## config.mk

```make
export PLATFORM = sky130hd
export DESIGN_NAME = ir_line_detect_flat
export DESIGN_NICKNAME = d
export VERILOG_FILES = /design/src/rtl/ir_line_detect_if.sv /design/src/rtl/ir_line_detect.sv /design/src/flat_wrapper.sv
export SDC_FILE = /design/constraint.sdc
export NUM_CORES = 1
export LEC_CHECK = 0
export CAP_MARGIN = 25
export CORE_AREA = 2 2 49 51
export CTS_CLUSTER_DIAMETER = 150
export DETAILED_ROUTE_END_ITERATION = 8
export DIE_AREA = 0 0 51 53
export HOLD_SLACK_MARGIN = 0.03
export PLACE_DENSITY = 0.79
export RECOVER_POWER = 100
export SLEW_MARGIN = 15
export SYNTH_ARGS = -nofsm -noshare
export SYNTH_HDL_FRONTEND = slang
export SYNTH_SLANG_ARGS = --single-unit
```

## constraint.sdc

```tcl
create_clock -name clk_50 -period 2.4 [get_ports clk_50]
set_clock_uncertainty 0.2 [all_clocks]
set_input_delay 0.6 -clock clk_50 [delete_from_list [all_inputs] [get_ports clk_50]]
set_output_delay 0.6 -clock clk_50 [all_outputs]
set_load 0.01 [all_outputs]
```

## src/rtl/ir_line_detect_if.sv

```systemverilog
// ---------------------------------------------------------------------------
// ir_line_detect_if
// Sample-in / detect-out bundle between the ADC controller, the IR line
// detector and its consumers (line-follow controller, status LEDs).
//   sample_valid  one-cycle strobe, sample_data holds a new sample set
//   sample_data   NUM_CH x ADC_W packed samples, channel i at [i*ADC_W +: ADC_W]
//   det           debounced, polarity-applied detect vector
//   det_valid     one-cycle pulse, det updated for an accepted sample set
//   det_change    one-cycle pulse with det_valid when any det bit toggled
// master : sample producer / detect consumer side
// slave  : the detector itself
// ---------------------------------------------------------------------------
interface ir_line_detect_if #(
    parameter int NUM_CH = 3,
    parameter int ADC_W  = 12
);
    logic                       sample_valid;
    logic [NUM_CH*ADC_W-1:0]    sample_data;
    logic [NUM_CH-1:0]          det;
    logic                       det_valid;
    logic                       det_change;

    modport master (
        output sample_valid,
        output sample_data,
        input  det,
        input  det_valid,
        input  det_change
    );

    modport slave (
        input  sample_valid,
        input  sample_data,
        output det,
        output det_valid,
        output det_change
    );
endinterface

```

## src/rtl/ir_line_detect.sv

```systemverilog
// ---------------------------------------------------------------------------
// ir_line_detect
// IR line-sensor front end. For every accepted ADC sample set, each channel
// runs a hysteresis comparator (rise above TH_HIGH, fall below TH_LOW) whose
// result must persist for DEBOUNCE consecutive sample sets before the channel
// state flips. The detect vector is state XOR POLARITY, registered, with a
// det_valid pulse per accepted set and a det_change pulse when any bit moved.
// Ports:
//   clk_50  system clock (all state in this domain)
//   rst     synchronous active-high reset, dominates sample_valid
//   bus     ir_line_detect_if slave modport (sample in, detect out)
// ---------------------------------------------------------------------------
module ir_line_detect #(
    parameter int                NUM_CH   = 3,
    parameter int                ADC_W    = 12,
    parameter logic [ADC_W-1:0]  TH_HIGH  = 12'h800,
    parameter logic [ADC_W-1:0]  TH_LOW   = 12'h700,
    parameter int                DEBOUNCE = 4,
    parameter logic [NUM_CH-1:0] POLARITY = 3'b110
) (
    input  logic            clk_50,
    input  logic            rst,
    ir_line_detect_if.slave bus
);

    // A single-sample debounce still needs a 1-bit counter to keep the
    // datapath uniform; it simply never leaves zero.
    localparam int CNT_W = (DEBOUNCE > 1) ? $clog2(DEBOUNCE) : 1;
    localparam logic [CNT_W-1:0] CNT_ZERO = {CNT_W{1'b0}};
    localparam logic [CNT_W-1:0] CNT_ONE  = CNT_W'(1);
    localparam logic [CNT_W-1:0] CNT_MAX  = CNT_W'(DEBOUNCE - 1);

    // Hysteresis candidate: while high, anything not strictly below TH_LOW
    // keeps the channel high; while low, only samples strictly above TH_HIGH
    // propose a rise. Threshold values themselves never qualify a switch.
    function automatic logic hyst_cand(input logic cur, input logic [ADC_W-1:0] s);
        logic res;
        if (cur) begin
            res = !(s < TH_LOW);
        end else begin
            res = (s > TH_HIGH);
        end
        return res;
    endfunction

    logic [NUM_CH-1:0] state_r;
    logic [CNT_W-1:0]  cnt_r      [NUM_CH];
    logic [NUM_CH-1:0] det_r;
    logic              det_valid_r;
    logic              det_change_r;

    logic [NUM_CH-1:0] state_nxt_s;
    logic [CNT_W-1:0]  cnt_nxt_s  [NUM_CH];
    logic [NUM_CH-1:0] cand_s;
    logic [NUM_CH-1:0] det_nxt_s;
    logic              change_s;

    // Per-channel debounce step assuming the current cycle carries a sample set.
    always_comb begin
        state_nxt_s = state_r;
        cand_s      = {NUM_CH{1'b0}};
        for (int i = 0; i < NUM_CH; i++) begin
            cnt_nxt_s[i] = cnt_r[i];
            cand_s[i]    = hyst_cand(state_r[i], bus.sample_data[i*ADC_W +: ADC_W]);
            if (cand_s[i] == state_r[i]) begin
                // Agreeing (or in-band) sample breaks any pending run.
                cnt_nxt_s[i] = CNT_ZERO;
            end else if (cnt_r[i] < CNT_MAX) begin
                cnt_nxt_s[i] = cnt_r[i] + CNT_ONE;
            end else begin
                state_nxt_s[i] = cand_s[i];
                cnt_nxt_s[i]   = CNT_ZERO;
            end
        end
        det_nxt_s = state_nxt_s ^ POLARITY;
        change_s  = |(det_nxt_s ^ det_r);
    end

    // State, counters and registered outputs; advance only on accepted sample sets.
    always_ff @(posedge clk_50) begin
        if (rst) begin
            state_r      <= {NUM_CH{1'b0}};
            for (int i = 0; i < NUM_CH; i++) begin
                cnt_r[i] <= CNT_ZERO;
            end
            det_r        <= POLARITY;
            det_valid_r  <= 1'b0;
            det_change_r <= 1'b0;
        end else if (bus.sample_valid) begin
            state_r      <= state_nxt_s;
            cnt_r        <= cnt_nxt_s;
            det_r        <= det_nxt_s;
            det_valid_r  <= 1'b1;
            det_change_r <= change_s;
        end else begin
            det_valid_r  <= 1'b0;
            det_change_r <= 1'b0;
        end
    end

    assign bus.det        = det_r;
    assign bus.det_valid  = det_valid_r;
    assign bus.det_change = det_change_r;

endmodule
```

## src/flat_wrapper.sv

```systemverilog
// flat-port wrapper written by rule: the top's interface ports become plain ports
module ir_line_detect_flat 
#(
    parameter int                NUM_CH   = 3,
    parameter int                ADC_W    = 12,
    parameter logic [ADC_W-1:0]  TH_HIGH  = 12'h800,
    parameter logic [ADC_W-1:0]  TH_LOW   = 12'h700,
    parameter int                DEBOUNCE = 4,
    parameter logic [NUM_CH-1:0] POLARITY = 3'b110
)
  (clk_50, rst, bus_sample_valid, bus_sample_data, bus_det, bus_det_valid, bus_det_change);
  ir_line_detect_if #(.NUM_CH(NUM_CH), .ADC_W(ADC_W)) bus_i ();
  input  logic clk_50;
  input  logic rst;
  input wire logic [$bits(bus_i.sample_valid)-1:0] bus_sample_valid;
  input wire logic [$bits(bus_i.sample_data)-1:0] bus_sample_data;
  output wire logic [$bits(bus_i.det)-1:0] bus_det;
  output wire logic [$bits(bus_i.det_valid)-1:0] bus_det_valid;
  output wire logic [$bits(bus_i.det_change)-1:0] bus_det_change;
  assign bus_i.sample_valid = bus_sample_valid;
  assign bus_i.sample_data = bus_sample_data;
  assign bus_det = bus_i.det;
  assign bus_det_valid = bus_i.det_valid;
  assign bus_det_change = bus_i.det_change;
  ir_line_detect #(.NUM_CH(NUM_CH), .ADC_W(ADC_W), .TH_HIGH(TH_HIGH), .TH_LOW(TH_LOW), .DEBOUNCE(DEBOUNCE), .POLARITY(POLARITY)) u_core (.clk_50(clk_50), .rst(rst), .bus(bus_i));
endmodule
```

==> flow_summary_export.csv <==
group,metric,value,unit
global_route,grt_overflow,0,
floorplanning,die_w,51,um
synthesis,synth_area_leaders,"dfxtp_1, nor4_2, nand2b_1",
setup_path,slowest_delay,570,ps
setup_path,critPathCaptureType,"register",
timing,finalCritPeriodShare,93.11,%
route,wirelength,2258,um
cts,cts_max_level,1,
setup_path,crit_fanout,3,
route,avgViaCountPerCell,5.359,
route,vias,911,
synthesis,yosys_most_used_dff,"dfxtp_1",
floorplanning,pin_count,44,
finish,final_cell_area,0.001315,mm2
cts,cts_buffers,3,
synthesis,netlist.area_leader.share,32.45,%
timing,hold_viol,0,
floorplanning,initial_core_util,37.33,%
synthesis,synth_adder_area_share,4.680,%
setup_path,start_kind,"input port",
cts,cts.path.max_buffers,2,
global_route,grt_util_all_layers,17.80,%
timing,setup_tns,0,ps
finish,area_delta_synth_final,63.96,%
cts,postCtsHoldBufs,0,
timing,fin_crit,2235,ps
setup_path,path_class,"in2reg",
cts,clk_latency,280,ps
global_route,grt_pass1_wl,3546,um
cts,cts_setup_buffers,0,
route,drc_errors,0,
finish,diodes,0,
synthesis,synth-simple-area-share,35.10,%
timing,max_freq,447.5,MHz
floorplanning,num_rows,17,
pwr,total_leakage_power,0.4706,nW
route,wl_per_cell,13.28,um
finish,layout.nets,185,
pwr,powerDensity,355.3,mW/mm2
setup_path,crit_arrival,2200,ps
placement,io_buffer_count,43,
synthesis,yosysTopAreaCell,"dfxtp_1",
synthesis,synth_compound_area_share,22.15,%
synthesis,synth_area,802.0,um2
synthesis,syn_area_per_cell,8.624,um2
setup_path,slowest_stage,"dlygate4sd3_1",
route,drt-pass1-iter-count,4,
floorplanning,die_area,0.002703,mm2
timing,setup_viol,0,
synthesis,synth_cells,93,
synthesis,yosysSeqAreaShare,32.45,%
synthesis,synthMuxAreaShare,1.248,%
timing,worst_pin_slew,480.1,ps
setup_path,crit_chain,"dlygate4sd3_1, nor3_1, and4_1, a211oi_1, o41a_1",
placement,dp_slack,-66.25,ps
synthesis,synth_top_family_by_area,"simple AND/OR/NAND/NOR gates",
flow_run,max_cap_violations,0,
synthesis,yosys.area_share.xor_xnor,0,%
global_route,antenna_found_initial,0,
cts,ctsResizeCount,0,
global_route,grt_max_degree,16,
synthesis,async_reset_ff_share,0,%
global_route,first_global_vias,882,
finish,drive_above_1_share,11.97,%
min_path,timing.hold.worst.class,"reg2reg",
synthesis,synth_fp_nets,135,
synthesis,ys_types,35,
finish,fin_util,61.21,%
pwr,ir_drop,0.3077,mV
timing,setup_ws,165.4,ps
synthesis,ys_ff_latch,13,
floorplanning,die_y,53,um
timing,slew_headroom,67.89,%
cts,cts_sinks,13,
finish,final_cell_mix,"clkdlybuf4s50_1, dfxtp_1, a21oi_1, nand2b_1, dlygate4sd3_1",
status,status,"completed",
placement,dp_hpwl,1925,um
cts,cts_tree,"built",
route,ant_nets,0,
placement,gp_congestion,0.7991,
floorplanning,coreArea,0.002148,mm2
finish,layout_commonest_cell,"clkdlybuf4s50_1",
cts,root_buffer,"clkbuf_4",
cts,worst_setup_hold_path_clk_slew,80,ps
route,drt_iter0_drc,20,
placement,postPlaceCellArea,0.001292,mm2
setup_path,cp.required,2370,ps
timing,drv_slew,0,
synthesis,synth_edf_count,0,
timing,rsz0062_at_grt,"false",
synthesis,ys_warn_count,0,
-- power by group --
part	switching, mW	leakage, nW	internal (mW)
registers	0.00311	0.106	0.221
logic	0.0356	0.350	0.0722
clock network	0.0709	0.0150	0.0645
total	0.110	0.471	0.358
-- kinds of logic after synthesis --
logic type	count (synthesis)
flops	13
fa+ha+maj	3
simple gates	42
mux	1
buf+inv	8
compound gates	26
-- flip-flops by register name (all words and copies together), names as in the netlist --
register and cells:
u_core.bus.det 3, u_core.bus.det_change 1, u_core.bus.det_valid 1, u_core.cnt_r 6, u_core.state_r 2
-- worst max-delay path: cells and delay by family --
family | cells | cell delay [ps]
AO/OA/AOI/OAI | 2 | 470
buffers and inverters | 1 | 570
AND/OR/NAND/NOR | 2 | 560
-- metal layers --
metal,routed length [um],track usage [%]
met1,883,18.18
met2,1211,33.55
met3,142,7.062
met4,21,4.505
met5,0,0
-- stage by stage --
stage / hold WS [ps] / cells / power, mW
2_1_floorplan: 242.9 / 93 / 0.2565
4_1_cts: 279.6 / 170 / 0.4744
6_report: 278.0 / 170 / 0.4672
3_5_place_dp: 266.1 / 166 / 0.3389
5_1_grt: 304.9 / 170 / 0.4969
3_3_place_gp: 257.3 / 166 / 0.3356
-- Yosys cell counts, types with 2 or more instances --
cell type  instances
dfxtp_1           13
a21oi_1            8
nand2b_1           7
nand3_1            5
and3_1             4
inv_1              4
nor4_2             4
a31oi_1            3
ha_1               3
nand2_1            3
nor3_1             3
a21o_1             2
a311oi_1           2
clkbuf_1           2
nand4b_1           2
nor2b_1            2
nor4_1             2
o211ai_1           2
o21ai_0            2
o32ai_1            2
o41ai_1            2
or2_2              2
or3b_2             2
-- final timing paths --
| path | start | end | slack [ps] | depth (start not counted) |
|---|---|---|---|---|
| max | bus_sample_data[33] | u_core.bus.det_change | 170 | 5 |
| min | u_core.bus.det[0] | u_core.bus.det[0] | 280 | 2 |
| max reg2reg | u_core.cnt_r[0] | u_core.bus.det_change | 620 | 5 |
| min reg2reg | u_core.bus.det[0] | u_core.bus.det[0] | 280 | 2 |
-- area by class of cell --
type | instances | area (um2)
inverter | 4 | 15.01
multi-input combinational | 72 | 506.7
timing repair buffer | 49 | 471.7
clock buffer | 4 | 26.28
sequential | 13 | 260.3
tap | 28 | 35.03
fill | 195 | 833.3
No activity file was read; power rests on OpenSTA's default activity.
